===== config.mk =====
export PLATFORM = sky130hd
export DESIGN_NAME = alu_writeback_stage
export DESIGN_NICKNAME = d
export VERILOG_FILES = /design/src/rtl/alu_writeback_stage.sv
export SDC_FILE = /design/constraint.sdc
export NUM_CORES = 1
export LEC_CHECK = 0
export ABC_AREA = 1
export BUFFER_PORTS_ARGS = -buffer_cell sky130_fd_sc_hd__buf_2
export CORE_MARGIN = 5
export CORE_UTILIZATION = 40
export CTS_BUF_LIST = sky130_fd_sc_hd__clkbuf_8
export CTS_CLUSTER_DIAMETER = 40
export CTS_CLUSTER_SIZE = 14
export DETAILED_ROUTE_END_ITERATION = 6
export PLACE_DENSITY = 0.75
export SKIP_CTS_REPAIR_TIMING = 1
export SLEW_MARGIN = 20
export SYNTH_ARGS = -nofsm -noshare
export SYNTH_HDL_FRONTEND = slang
export SYNTH_SLANG_ARGS = --single-unit

===== constraint.sdc =====
create_clock -name clk -period 2.8 [get_ports clk]
set_clock_uncertainty 0.05 [all_clocks]
set_input_delay 0.14 -clock clk [delete_from_list [all_inputs] [get_ports clk]]
set_output_delay 0.14 -clock clk [all_outputs]
set_load 0.005 [all_outputs]

===== src/rtl/alu_writeback_stage.sv =====
// Writeback stage after the 16-bit ALU: 2-entry skid buffer feeding the register-file write port.
// Retirement updates the status flags and the retire counter. ALU_WB_STICKY_OVF_EN adds a sticky overflow flag.
module alu_writeback_stage #(
    parameter int DATA_W     = 16,
    parameter int REG_ADDR_W = 3,
    parameter int FLAG_W     = 16
) (
    input  logic                  clk,
    input  logic                  rst,
    input  logic                  in_valid,
    output logic                  in_ready,
    input  logic [DATA_W-1:0]     in_result,
    input  logic [FLAG_W-1:0]     in_flags,
    input  logic [REG_ADDR_W-1:0] in_dest,
    input  logic                  in_wr_en,
    input  logic                  in_flag_we,
    input  logic                  rf_stall,
    output logic                  rf_we,
    output logic [REG_ADDR_W-1:0] rf_waddr,
    output logic [DATA_W-1:0]     rf_wdata,
    output logic [3:0]            status,
    output logic [15:0]           retire_cnt
`ifdef ALU_WB_STICKY_OVF_EN
    ,
    output logic                  ovf_sticky,
    input  logic                  ovf_clr
`endif
);

    logic                  h_valid, s_valid;
    logic [DATA_W-1:0]     h_result, s_result;
    logic [3:0]            h_flags, s_flags;
    logic [REG_ADDR_W-1:0] h_dest, s_dest;
    logic                  h_wr_en, s_wr_en;
    logic                  h_flag_we, s_flag_we;

    logic accept;
    logic retire;

    // Only Z/N/C/V are carried through the stage.
    logic unused_flags;
    assign unused_flags = ^in_flags[FLAG_W-1:4];

    // in_ready comes straight from a flop, so it never depends on rf_stall.
    assign in_ready = ~s_valid;
    assign accept   = in_valid && in_ready;
    assign retire   = h_valid && !rf_stall;

    assign rf_we    = h_valid && h_wr_en && !rf_stall;
    assign rf_waddr = h_dest;
    assign rf_wdata = h_result;

    always_ff @(posedge clk or posedge rst) begin
        if (rst) begin
            h_valid   <= 1'b0;
            h_result  <= '0;
            h_flags   <= '0;
            h_dest    <= '0;
            h_wr_en   <= 1'b0;
            h_flag_we <= 1'b0;
        end else if (retire && s_valid) begin
            h_valid   <= 1'b1;
            h_result  <= s_result;
            h_flags   <= s_flags;
            h_dest    <= s_dest;
            h_wr_en   <= s_wr_en;
            h_flag_we <= s_flag_we;
        end else if (accept && (retire || !h_valid)) begin
            h_valid   <= 1'b1;
            h_result  <= in_result;
            h_flags   <= in_flags[3:0];
            h_dest    <= in_dest;
            h_wr_en   <= in_wr_en;
            h_flag_we <= in_flag_we;
        end else if (retire) begin
            h_valid   <= 1'b0;
        end
    end

    always_ff @(posedge clk or posedge rst) begin
        if (rst) begin
            s_valid   <= 1'b0;
            s_result  <= '0;
            s_flags   <= '0;
            s_dest    <= '0;
            s_wr_en   <= 1'b0;
            s_flag_we <= 1'b0;
        end else if (accept && h_valid && (!retire || s_valid)) begin
            s_valid   <= 1'b1;
            s_result  <= in_result;
            s_flags   <= in_flags[3:0];
            s_dest    <= in_dest;
            s_wr_en   <= in_wr_en;
            s_flag_we <= in_flag_we;
        end else if (retire) begin
            s_valid   <= 1'b0;
        end
    end

    always_ff @(posedge clk or posedge rst) begin
        if (rst) begin
            status     <= 4'b0000;
            retire_cnt <= 16'h0000;
        end else if (retire) begin
            retire_cnt <= retire_cnt + 16'h0001;
            if (h_flag_we) begin
                status <= h_flags;
            end
        end
    end

`ifdef ALU_WB_STICKY_OVF_EN
    // A new overflow on the retire edge outranks a simultaneous clear.
    always_ff @(posedge clk or posedge rst) begin
        if (rst) begin
            ovf_sticky <= 1'b0;
        end else if (retire && h_flag_we && h_flags[3]) begin
            ovf_sticky <= 1'b1;
        end else if (ovf_clr) begin
            ovf_sticky <= 1'b0;
        end
    end
`endif

endmodule


### After elaboration in Yosys (flattened, before gate mapping)

Index checks and enable logic that the tools add are counted.

| word-level totals | value |
|---|---|
| register bits after elaboration | 72 |
| output and inout bits | 41 |
| input port bits | 41 |

| operators by class | value |
|---|---|
| reductions and logical operators | 17 |
| add/subtract/negate cells | 1 |
| muxes and demuxes | 14 |
| bitwise gates (word level) | 1 |

Operators by type and width:

| kind | number |
|---|---|
| two-way mux 16 bit | 2 |
| adder 16 x 1 -> 16 bit, second input constant | 1 |
| logical AND 1 bit | 8 |
| two-way mux 1 bit | 8 |
| two-way mux 4 bit | 2 |
| two-way mux 3 bit | 2 |
| nonzero test 2 bit | 2 |
| zero test 1 bit | 3 |
| nonzero test 3 bit | 1 |
| logical OR 1 bit | 2 |
| AND reduction 2 bit | 1 |
| inverter 1 bit | 1 |

### Depth between registers and ports, before layout

| depth | value |
|---|---|
| word-level depth | 6 |
| depth in mapped cells | 9 |
| gate-level depth less buffers | 8 |

### Worst setup path before layout

No wires, ideal clock.

| timing path | value |
|---|---|
| path type | register -> register |
| from | reg retire_cnt[0] |
| to | reg retire_cnt[10] |
| setup slack | 1.539 ns |
| path buffers | 0 |
| stages on the path, launching flop included | 8 |
| clock period less this slack | 1.261 ns |
| data required time | 2.637 ns |
| setup time | 0.113 ns |
| arrival time | 1.099 ns |
| path through | dfrtp_1 > ha_1 > nand3_1 > nor2_4 > and2_1 > nand3_1 > nand2_1 > inv_1 |

| between the ends | value |
|---|---|
| cells in the longest elaborated chain, start to end | 1 |

RTL lines:

| what | line | RTL |
|---|---|---|
| from (decl) | 22 | `output logic [15:0] retire_cnt` |
| from (signal assigned) | 105 | `retire_cnt <= retire_cnt + 16'h0001;` |
| adder 16 x 1 -> 16 bit | 105 |  |

No other way between the ends.
A chain may end at the register's enable or synchronous reset.

### Worst setup path after layout

| timing path | value |
|---|---|
| from | reg h_valid |
| to | reg h_flags[1] |

| between the ends | value |
|---|---|
| cells in the longest elaborated chain, start to end | 4 |
| elaborated cells between the ends (all ways) | 7 |
| those cells by class | mux (1); reduce/logical (6) |

RTL lines:

| what | line | RTL |
|---|---|---|
| from (decl) | 30 | `logic h_valid, s_valid;` |
| from (signal assigned) | 55 | `h_valid <= 1'b0;` |
| from (signal assigned) | 62 | `h_valid <= 1'b1;` |
| from (signal assigned) | 69 | `h_valid <= 1'b1;` |
| logical AND 1 bit / zero test 1 bit (equally long branches) | 47, 68 |  |
| logical OR 1 bit | 68 | `end else if (accept && (retire \|\| !h_valid)) begin` |
| logical AND 1 bit | 68 |  |
| nonzero test 2 bit (no source line) | -- |  |
| to (signal assigned) | 64 | `h_flags <= s_flags;` |
| to (signal assigned) | 71 | `h_flags <= in_flags[3:0];` |
| to (decl) | 32 | `logic [3:0] h_flags, s_flags;` |

Parallel ways exist; a longest one is shown, timed or not.

==> run summary <==
Synth
* Yosys warnings: 0
* sequential cell area fraction in the yosys report: 0.5556
* area fraction in and, or, nand and nor cells after synthesis: 0.1860
* share of the synthesized netlist area taken by xor and xnor gates: 0.02971
* Synth Area per Inst: 8.813 um^2
* adder and majority cell fraction of the synthesized area: 0.003858
* synthesized-area fraction occupied by ao, oa, aoi and oai cells: 0.1346
* post-synthesis instance area: 0.003243 mm^2
* main combinational cell family by area after synthesis: simple AND/OR/NAND/NOR gates
* count of unique library cells instantiated by Yosys: 27
* share of cell area taken by muxes after synthesis: 0
* cell count after synthesis: 368
* Syn Nets: 410
* flip-flop and latch count after synthesis: 72

Critical path
* critical path required time: 3000 ps
* arrival time at the worst endpoint: 1860 ps
* critical path class: reg -> reg
* kind of start point of the critical path: flop
* peak fanout along the critical path: 46
* endpoint kind of the worst setup timing path: flop

Routing
* via count: 2,573
* drc violations: 0
* post-detailed-route via-to-cell ratio: 4.712
* DRT iter0 DRCs: 123
* final routed wire length divided by cell count: 12.78 um
* final routed wirelength across all metal layers: 6977 um
* Antenna Violating Nets Remaining: 0
* detailed-router iteration count before antenna repair: 4

Final layout
* area delta synth->final: 20.49%
* count of inserted antenna diode cells: 0
* post-route standard cell area excluding fillers: 0.003908 mm^2
* share of final-layout standard cells stronger than drive strength 1: 0.2432
* Net count, final: 481

Floorplanning
* floorplan core area: 0.007807 mm^2
* Horiz. Die Dim: 100.0 um
* Initial Utilization: 0.4154
* IO Count: 82
* row count: 32
* area enclosed by the die boundary: 0.01001 mm^2
* Die Y: 100.0 um

Clock network
* clock sink count: 72
* root buffer cell: sky130_fd_sc_hd__clkbuf_8
* clock network latency to the later pin of the worst-skew pair: 340 ps
* clock slew at reported path FFs: 70 ps
* count of H-tree levels built during CTS: 3
* maximum clock insertion buffer count: 2
* clock tree from TritonCTS: done
* CTS buffer count: 9

Global routing
* wire length of the first global-routing pass: 11,740 um
* maximum number of pins on one net before global-route repair: 47
* global router's overall resource usage: 0.1478
* vias in the first global route: 2,536
* number of antenna violations at the first check in global routing: 0
* GR Overflow Total: 0

Timing
* setup TNS: 0 ps
* total setup violations reported at the end of the flow: 0
* Final Worst Setup Slack: 1142 ps
* setup repair after global routing missed its margin: no
* actual transition at the worst max-transition pin: 748.3 ps
* Min Clock Period, post-route: 1658 ps
* headroom to the max-slew limit: 0.5004
* number of hold-slack violations in the final timing report: 0
* final worst path period share: 0.5921
* max-slew violation count: 0
* top achievable clock speed: 603.2 MHz

Place
* port buffer count: 69
* hpwl dp: 4769 um
* Final Wtd Congestion: 0.8068
* standard cell area after detailed placement: 0.003655 mm^2
* pre-CTS worst setup slack: 1131 ps

Outcome
* status: finished, final reports clean

Power and ir drop
* power per cell area: 963.1 mW/mm^2
* peak ir drop on the vdd network: 0.4640 mV
* Overall Power: 3.763 mW
* leakage power: 2.151 nW

Job
* number of violations of the max-capacitance limit: 0

Min path
* Min-Delay Path Class: in -> reg

==> layer usage <==
metal  vias to the layer above  track usage  share of wire
met5                         -            0              0
met4                         0      0.05181          0.013
met3                         9      0.05351          0.059
met2                        67       0.2355           0.47
met1                      1201       0.1861           0.46
li1                       1296            -              -
==> synthesized netlist by cell type <==
master	count	area (um^2)
sky130_fd_sc_hd__nor3_1	2	10.01
sky130_fd_sc_hd__inv_1	49	183.9
sky130_fd_sc_hd__buf_6	4	45.04
sky130_fd_sc_hd__nand2_2	11	68.82
sky130_fd_sc_hd__nand4_1	1	6.260
sky130_fd_sc_hd__nand2_8	1	20.02
sky130_fd_sc_hd__xnor2_1	3	26.28
sky130_fd_sc_hd__inv_6	1	8.760
sky130_fd_sc_hd__xor2_1	8	70.07
sky130_fd_sc_hd__o21ai_2	3	26.28
sky130_fd_sc_hd__buf_2	2	10.01
sky130_fd_sc_hd__inv_4	1	6.260
sky130_fd_sc_hd__and2_1	1	6.260
sky130_fd_sc_hd__clkbuf_2	1	5.000
sky130_fd_sc_hd__clkbuf_1	5	18.77
sky130_fd_sc_hd__buf_8	1	15.01
sky130_fd_sc_hd__o21ai_1	30	150.1
sky130_fd_sc_hd__nand2_4	1	11.26
sky130_fd_sc_hd__nor2_4	1	11.26
sky130_fd_sc_hd__nand2_1	88	330.3
sky130_fd_sc_hd__ha_1	1	12.51
sky130_fd_sc_hd__nor2_1	18	67.56
sky130_fd_sc_hd__o21ai_0	52	260.3
sky130_fd_sc_hd__nand3_1	9	45.04
sky130_fd_sc_hd__nor2_8	1	20.02
sky130_fd_sc_hd__dfrtp_1	72	1802
sky130_fd_sc_hd__nor2_2	1	6.260
==> report_power, final <==
| group | switching [mW] | internal, mW |
|---|---|---|
| sequential | 0.250 | 1.47 |
| clock | 0.376 | 0.569 |
| combinational | 0.649 | 0.453 |
| total | 1.27 | 2.49 |
==> final timing paths <==
kind,endpoint,slack (ps),cells past startpoint,start
setup / recovery,h_flags[1],1140,7,h_valid
hold / removal,s_result[11],9,3,in_result[11]
setup reg to reg,h_flags[1],1140,7,h_valid
hold reg to reg,rf_wdata[12],420,2,rf_wdata[12]
max in group asynchronous,retire_cnt[7],1600,4,rst
min in group asynchronous,rf_wdata[9],440,3,rst
==> through the flow <==
step	hold slack, ps	cells	utilization
finish	9.152	546	0.5005
global route	0.3272	546	0.5005
CTS	-108.5	544	0.4979
detailed placement	275.2	528	0.4681
global placement	263.8	528	0.4681
floorplan	235.2	368	-
==> area by class of cell <==
cell class,count,area (um^2)
sequential,72,1802
multi-input combinational,232,1154
clock inverter,4,67.56
clock buffer,12,165.2
fill,775,3900
tap,102,127.6
timing repair buffer,73,392.9
inverter,51,198.9
==> state kept, by name, indices dropped and copies added, names as in the netlist <==
name and count:
retire_cnt 16, rf_wdata 16, s_result 16, h_flags 4, s_flags 4, status 4, rf_waddr 3, s_dest 3
h_flag_we 1, h_valid 1, h_wr_en 1, s_flag_we 1, s_valid 1, s_wr_en 1
==> cell families after synthesis <==
logic type                 count (synthesis)
and+or+nand+nor                          135
AOI/OAI and AO/OA                         85
DFF                                       72
xor gates and xnor gates                  11
buffers and inverters                     64
adders and majority gates                  1
==> critical path, stage by stage (launching register included) <==
cell and delay (ps):
sky130_fd_sc_hd__dfrtp_1 420, sky130_fd_sc_hd__nand2_4 190, sky130_fd_sc_hd__nor2_8 70, sky130_fd_sc_hd__inv_6 260
sky130_fd_sc_hd__nand2_8 130, sky130_fd_sc_hd__inv_4 270, sky130_fd_sc_hd__nand2_1 80, sky130_fd_sc_hd__o21ai_0 90
==> cell usage in the layout (no fill, tap or decap), types with 2 or more instances in the layout <==
master                          instances
sky130_fd_sc_hd__buf_2                 69
sky130_fd_sc_hd__bufinv_16              2
sky130_fd_sc_hd__clkbuf_8              12
sky130_fd_sc_hd__dfrtp_1               72
sky130_fd_sc_hd__dlygate4sd3_1          2
sky130_fd_sc_hd__inv_1                 50
sky130_fd_sc_hd__nand2_1               88
sky130_fd_sc_hd__nand2_2               11
sky130_fd_sc_hd__nand3_1                8
sky130_fd_sc_hd__nor2_1                18
sky130_fd_sc_hd__nor3_1                 2
sky130_fd_sc_hd__o21ai_0               52
sky130_fd_sc_hd__o21ai_1               30
sky130_fd_sc_hd__o21ai_2                3
sky130_fd_sc_hd__xnor2_1                3
sky130_fd_sc_hd__xor2_1                 8
No activity file was read; power rests on OpenSTA's default activity.
